==> src/rtl/vpu_arbiter.sv <==
// Round-robin arbiter and sequencer sharing one vector processor
// between several requesters, with a hang timeout.
module vpu_arbiter #(
  parameter int NUM_REQ        = 2,
  parameter int TIMEOUT_CYCLES = 1023
) (
  input  logic                    clk,
  input  logic                    rst,
  input  logic [NUM_REQ-1:0]      req_valid,
  output logic [NUM_REQ-1:0]      req_ready,
  input  logic [4*NUM_REQ-1:0]    req_op,
  input  logic [64*NUM_REQ-1:0]   req_vec_a,
  input  logic [64*NUM_REQ-1:0]   req_vec_b,
  input  logic [16*NUM_REQ-1:0]   req_scalar,
  output logic [NUM_REQ-1:0]      rsp_valid,
  output logic [63:0]             rsp_result,
  output logic                    rsp_error,
  output logic                    arb_busy,
  output logic                    vp_start,
  output logic [3:0]              vp_operation,
  output logic [63:0]             vp_vec_a,
  output logic [63:0]             vp_vec_b,
  output logic [15:0]             vp_scalar,
  input  logic                    vp_busy,
  input  logic                    vp_done,
  input  logic                    vp_result_valid,
  input  logic [63:0]             vp_result
);

  localparam int PW = (NUM_REQ > 1) ? $clog2(NUM_REQ) : 1;
  localparam int CW = $clog2(TIMEOUT_CYCLES + 1);

  typedef enum logic [1:0] {
    IDLE, ISSUE, WAIT, RESP
  } state_t;

  state_t          state;
  state_t          state_nx;
  logic [PW-1:0]   rr_ptr;
  logic [PW-1:0]   owner;
  logic [PW-1:0]   grant;
  logic            gnt_vld;
  logic            accept;
  logic            tmo;
  logic [CW-1:0]   cnt;

  // Scan downward so the requester closest to rr_ptr is written last.
  always_comb begin
    int idx;
    idx     = 0;
    grant   = '0;
    gnt_vld = 1'b0;
    for (int k = NUM_REQ - 1; k >= 0; k--) begin
      idx = int'(rr_ptr) + k;
      if (idx >= NUM_REQ)
        idx = idx - NUM_REQ;
      if (req_valid[idx]) begin
        grant   = PW'(idx);
        gnt_vld = 1'b1;
      end
    end
  end

  assign accept = |req_ready;
  assign tmo    = (cnt == CW'(TIMEOUT_CYCLES - 1));

  always_ff @(posedge clk) begin
    if (rst)
      state <= IDLE;
    else
      state <= state_nx;
  end

  always_comb begin
    state_nx = state;
    unique case (state)
      IDLE:  if (accept) state_nx = ISSUE;
      ISSUE: if (vp_start) state_nx = WAIT;
      WAIT:  if (vp_done || tmo) state_nx = RESP;
      RESP:  state_nx = IDLE;
      default: state_nx = IDLE;
    endcase
  end

  always_comb begin
    req_ready = '0;
    rsp_valid = '0;
    arb_busy  = (state != IDLE);
    if (!rst && state == IDLE && gnt_vld)
      req_ready[grant] = 1'b1;
    if (state == RESP)
      rsp_valid[owner] = 1'b1;
  end

  // Busy is sampled the cycle before the pulse so vp_start is a flop.
  always_ff @(posedge clk) begin
    if (rst) begin
      vp_start     <= 1'b0;
      vp_operation <= '0;
      vp_vec_a     <= '0;
      vp_vec_b     <= '0;
      vp_scalar    <= '0;
      rr_ptr       <= '0;
      owner        <= '0;
      cnt          <= '0;
      rsp_result   <= '0;
      rsp_error    <= 1'b0;
    end else begin
      vp_start <= !vp_busy &&
                  (accept || (state == ISSUE && !vp_start));
      if (vp_start)
        cnt <= '0;
      else if (state == WAIT)
        cnt <= cnt + 1'b1;
      if (accept) begin
        vp_operation <= req_op[4*grant +: 4];
        vp_vec_a     <= req_vec_a[64*grant +: 64];
        vp_vec_b     <= req_vec_b[64*grant +: 64];
        vp_scalar    <= req_scalar[16*grant +: 16];
        owner        <= grant;
        rr_ptr       <= (grant == PW'(NUM_REQ - 1)) ?
                        '0 : grant + 1'b1;
      end
      if (state == WAIT) begin
        if (vp_done) begin
          rsp_result <= vp_result;
          rsp_error  <= !vp_result_valid;
        end else if (tmo) begin
          rsp_result <= '0;
          rsp_error  <= 1'b1;
        end
      end
    end
  end

endmodule

==> config.mk <==
export PLATFORM = sky130hd
export DESIGN_NAME = vpu_arbiter
export DESIGN_NICKNAME = d
export VERILOG_FILES = /design/src/rtl/vpu_arbiter.sv
export SDC_FILE = /design/constraint.sdc
export NUM_CORES = 1
export LEC_CHECK = 0
export BUFFER_PORTS_ARGS = -buffer_cell sky130_fd_sc_hd__buf_4
export CAP_MARGIN = 20
export CORE_AREA = 2 2 230 232
export DETAILED_ROUTE_END_ITERATION = 16
export DIE_AREA = 0 0 232 234
export GPL_TIMING_DRIVEN = 0
export HOLD_SLACK_MARGIN = 0.05
export SYNTH_ARGS = -nofsm -noshare
export SYNTH_HDL_FRONTEND = slang
export SYNTH_SLANG_ARGS = --single-unit
==> constraint.sdc <==
create_clock -name clk -period 2.3 [get_ports clk]
set_input_delay 0.115 -clock clk [delete_from_list [all_inputs] [get_ports clk]]
set_output_delay 0.115 -clock clk [all_outputs]
set_load 0.01 [all_outputs]
After elaboration in Yosys (flattened, before gate mapping)
Index checks and enable logic that the tools add are counted.
{ "word_totals": {"wordCells": 81, "out_inout_bits": 219, "register_bits": 228, "input_bits": 367} }
{ "classes": {"addsub": 5, "eq_ne": 7, "muxes": 27, "shifts": 4, "order_cmp": 8, "reduce_logical": 19} }
{ "op_table": {"columns": ["cell", "n"], "rows": [
  ["$shiftx 128x8->64", 2],
  ["$mux 64", 2],
  ["$lt 32x3->1 const B", 2],
  ["$mux 32", 2],
  ["$shiftx 32x6->16", 1],
  ["$mux 1", 15],
  ["$add 10x1->10 const B", 1],
  ["$eq 10x10->1 const B", 1],
  ["$mux 2", 5],
  ["$pmux 2 s4", 1],
  ["$shiftx 8x4->4", 1],
  ["$logic_and 1x1->1", 6],
  ["$ne 2x2->1 const B", 3],
  ["$eq 2x2->1 const B", 2],
  ["$logic_not 1->1", 4],
  ["$lt 1x2->1 const B", 2],
  ["$reduce_bool 2->1", 2],
  ["$reduce_or 2->1", 2],
  ["$reduce_and 3->1", 1],
  ["$sub 1x2->3 const B", 1],
  ["$sub 2x2->3 const B", 1],
  ["$add 1x1->2 const B", 1],
  ["$demux 1 s1", 2],
  ["$eq 2x1->1 const B", 1],
  ["7 further kinds", 9]
]} }

Logic depth before layout (Yosys ltp)
{ "depth": {"ltp_word": 16, "mapped_depth": 8, "mapped_depth_nobuf": 6} }

Worst setup path before layout
OpenSTA, ideal clock, no wires.
{ "synth_path": {"path_kind": "register to register", "startpoint": "reg cnt[0]", "endpoint": "reg rsp_result[25]", "path_buffers": 1, "stages_incl_launch_ff": 8, "synth_period_minus_slack_ns": 1.712, "required_time_ns": 2.243, "t_arrival_ns": 1.655, "slack_ns": 0.588, "setup_ns": 0.057, "cell_sequence": "dfxtp_1 > inv_1 > ha_1 > and4_4 > a31o_4 > a21oi_4 > buf_8 > a22o_2"} }
{ "synth_between": {"elab_chain_cells": 3} }
{ "synth_rtl": {"columns": ["element", "line", "source"], "rows": [
  ["start: declaration", "45", "logic [CW-1:0] cnt;"],
  ["start signal: assignment", "114", "cnt <= cnt + 1'b1;"],
  ["$eq 10x10->1", "65", "assign tmo = (cnt == CW'(TIMEOUT_CYCLES - 1));"],
  ["$reduce_bool 2->1 (no source line)", null, null],
  ["$reduce_and 2->1 (no source line)", null, null],
  ["end signal: assignment", "126", "rsp_result <= vp_result;"],
  ["end: declaration", "16", "output logic [63:0] rsp_result,"]
]} }
Every way passes these cells.
A chain may end at the register's enable or synchronous reset.

Worst setup path after layout
{ "layout_path": {"startpoint": "reg state[0]", "endpoint": "reg vp_scalar[8]"} }
{ "layout_between": {"elab_chain_cells": 5} }
{ "layout_rtl": {"columns": ["element", "line", "source"], "rows": [
  ["start: declaration", "37", "state_t state;"],
  ["start signal: assignment", "71", "state <= state_nx;"],
  ["$logic_not 2->1", "89", "if (!rst && state == IDLE && gnt_vld)"],
  ["$logic_and 1x1->1 (2 in series)", "89", null],
  ["$mux 2", "89", null],
  ["$reduce_or 2->1", "64", "assign accept = |req_ready;"],
  ["end signal: assignment", "119", "vp_scalar <= req_scalar[16*grant +: 16];"],
  ["end: declaration", "23", "output logic [15:0] vp_scalar,"]
]} }
Every way passes these cells.

==> impl_metrics.env <==
export IMPL_status="finished clean"
export IMPL_r2r_start="state[0]$_SDFFE_PP0P_"
export IMPL_ios=586
export IMPL_finalHoldViolations=0
export IMPL_overflow=0
export IMPL_final_cells=2437
export IMPL_syn_cell_area_um2=8180
export IMPL_via_per_inst=4.54
export IMPL_yosys_cell_types_count=36
export IMPL_maxSlewViolCount=0
export IMPL_numPortBuffers=584
export IMPL_postPlaceCellArea_um2=13400
export IMPL_slowest_stage="dlygate4sd3_1"
export IMPL_worstPathArrival_ns=2.61
export IMPL_relSlewSlack_pct=41.6
export IMPL_ff2ff_setup_slack_ns=0.13
export IMPL_fp_row_count=84
export IMPL_die_y_um=234
export IMPL_drv_cap=0
export IMPL_cts_made_buffers=26
export IMPL_ant_nets=0
export IMPL_grt_first_pass_wirelength_um=62500
export IMPL_synth_nets=1120
export IMPL_clk_pin_slew_ns=0.06
export IMPL_whs_ns=0.0852
export IMPL_cts_sinks=228
export IMPL_synth_seq_cells=228
export IMPL_initial_utilization_pct=15.7
export IMPL_rr_worst_depth=8
export IMPL_drc=0
export IMPL_tritoncts="done"
export IMPL_clockBufferDepth=3
export IMPL_cts_max_level=1
export IMPL_dieWidth_um=232
export IMPL_antenna_found_initial=2
export IMPL_place_congestion=0.835
export IMPL_crit_chain="inv_1, ha_2, nand3b_1, a21oi_4, clkbuf_4, a222oi_1, nor2_1, dlygate4sd3_1"
export IMPL_pre_cts_ws_ns=-0.0643
export IMPL_clock_root_buffer="clkbuf_16"
export IMPL_drtIter0Drc=1101
export IMPL_fillers=5022
export IMPL_vias=11065
export IMPL_dp_cells=2019
export IMPL_cp_start_kind="flip-flop"
export IMPL_ir_worst_vdd_mv=0.601
export IMPL_finish_utilization_pct=34.7
export IMPL_period_share_pct=94.4
export IMPL_fin_area_um2=18100
export IMPL_tightest_slew_ns=0.876
export IMPL_cp_data_required_time_ns=2.73
export IMPL_ys_warn_count=0
export IMPL_critPathKind="flip-flop to flip-flop"
export IMPL_fmax_ghz=0.460
export IMPL_r2r_end="vp_scalar[8]$_SDFFE_PP0P_"
export IMPL_syn_area_per_cell_um2=11.0
export IMPL_worst_slack_ns=0.128
export IMPL_worstSetupEndpointType="flip-flop"
export IMPL_synthArstFlopShare_pct=0
export IMPL_synth_cells=746
export IMPL_clkLatencyLatePin_ns=0.55
export IMPL_hpwl_um=30200
export IMPL_fin_nets=2101
export IMPL_startpoint="state[0]$_SDFFE_PP0P_"
export IMPL_detail_route_first_pass_iterations=10
export IMPL_drt_total_wl_um=44700
export IMPL_fin_skew_ns=0.00977
export IMPL_core_um2=52000
export IMPL_leakagePower_nw=8.05
export IMPL_grt_start_max_net_pins=13
export IMPL_area_growth_pct=121
export IMPL_grt_pass1_vias=11090
export IMPL_drive_above_1_share_pct=39.7
export IMPL_synth_edf_count=0
export IMPL_max_stage_delay_ns=0.57
export IMPL_wire_per_inst_um=18.3
export IMPL_power_per_cell_area_nw_per_um2=802
export IMPL_setup_tns_ns=0
export IMPL_worstSetupEndpoint="vp_scalar[8]$_SDFFE_PP0P_"
export IMPL_min_path_type="primary input to flip-flop"
export IMPL_finalPower_mw=14.5
export IMPL_layout_min_cycle_time_ns=2.17
export IMPL_grt_use_total_pct=14.8
export IMPL_ys_seq_area_share_pct=55.8
export IMPL_finalSetupViolations=0
export IMPL_die_area_um2=54300
export IMPL_synth_ff_type="dfxtp_1"
export IMPL_critPathMaxFanout=10
==> synth_stat cells, drive strengths merged, types with 2 or more instances <==
cell type	number	area, um^2
dfxtp	228	4560
nor2	164	616
a222oi	148	1480
a22o	64	573
buf	41	327
clkbuf	40	150
xor2	8	70.1
ha	7	87.6
a21oi	6	48.8
inv	6	22.5
nand3	4	20.0
nand2	3	11.3
a211oi	2	15.0
and2	2	12.5
and3	2	13.8
and4	2	22.5
nand2b	2	12.5
nand3b	2	15.0
nand4	2	12.5
nor2b	2	12.5
nor3	2	10.0
o21a	2	15.0
==> worst max-delay path, delay by kind of cell (launching register included) <==
| family | cells | cell delay [ns] |
|---|---|---|
| buf+inv | 3 | 0.84 |
| compound gates | 2 | 0.44 |
| flops | 1 | 0.35 |
| fa+ha+maj | 1 | 0.22 |
| simple gates | 2 | 0.21 |
==> cell families (layout without fill, tap and decap cells) <==
| kind of cell | Yosys count | in the layout | share of synthesized area [%] |
|---|---|---|---|
| buf+inv | 87 | 1088 | 6.11 |
| fa+ha+maj | 7 | 7 | 1.07 |
| other cells | 0 | 2 | 0 |
| mux | 1 | 1 | 0.122 |
| xor+xnor | 9 | 9 | 0.964 |
| simple gates | 188 | 188 | 9.35 |
| compound gates | 226 | 226 | 26.6 |
| flops | 228 | 228 | 55.8 |
==> power breakdown <==
part / switching, mW / internal (mW)
clock network: 1.70 / 2.70
registers: 0.407 / 4.55
logic: 2.61 / 2.53
total: 4.72 / 9.78
==> cell type report <==
class | instances | area, um^2 | area share (%)
timing repair buffer | 953 | 8080 | 44.7
sequential | 228 | 4570 | 25.3
inverter | 6 | 22.5 | 0.125
multi-input combinational | 431 | 3130 | 17.3
clock inverter | 7 | 114 | 0.630
tap | 688 | 861 | 4.76
antenna | 2 | 5.00 | 0.0277
buffer | 81 | 497 | 2.75
clock buffer | 41 | 798 | 4.42
==> routing by layer <==
metal / GRT usage, % / share of wire, % / up-vias
li1: - / - / 4930
met1: 17.1 / 39 / 5242
met4: 7.65 / 5.0 / 0
met2: 25.8 / 48 / 748
met3: 3.16 / 8.3 / 145
met5: 0 / 0 / -
==> state kept, by name, summed over array words and instances, names as in the netlist <==
register,flops
vp_operation,4
state,2
vp_vec_a,64
rsp_result,64
vp_scalar,16
rsp_error,1
vp_vec_b,64
cnt,10
owner,1
rr_ptr,1
vp_start,1
==> repair_timing <==
action,4_1_cts,5_1_grt
setup buffers,0,2
gates resized for setup,5,13
hold buffers,366,0
endpoints found under the hold margin,215,0
pin swaps,0,4
setup endpoints to repair,29,55
==> how the worst min path moves through the flow <==
stage                 start               endpoint  cells past startpoint
finish              vp_done  state[1]$_SDFFE_PP0P_                      4
floorplan           vp_busy    vp_start$_SDFF_PP0_                      1
global placement    vp_busy    vp_start$_SDFF_PP0_                      2
global route        vp_done  state[1]$_SDFFE_PP0P_                      4
detailed placement  vp_busy    vp_start$_SDFF_PP0_                      2
CTS                 vp_done  state[1]$_SDFFE_PP0P_                      4
==> cell usage in the layout, fill, tap and decap left out, types with 6 or more instances in the layout <==
cell type      netlist  final
buf_2               24     18
buf_4                2    592
dfxtp_1            228    226
a22o_1              54     54
buf_6                9      9
xor2_1               8      8
dlygate4sd3_1        0    366
inv_1                6      6
ha_1                 7      6
clkbuf_8             0      7
a22o_2              10     10
a222oi_1           148    148
clkbuf_1            40     43
clkbuf_16            0     27
nor2_1             164    164
buf_8                6      7
No activity file was read; power rests on OpenSTA's default activity.
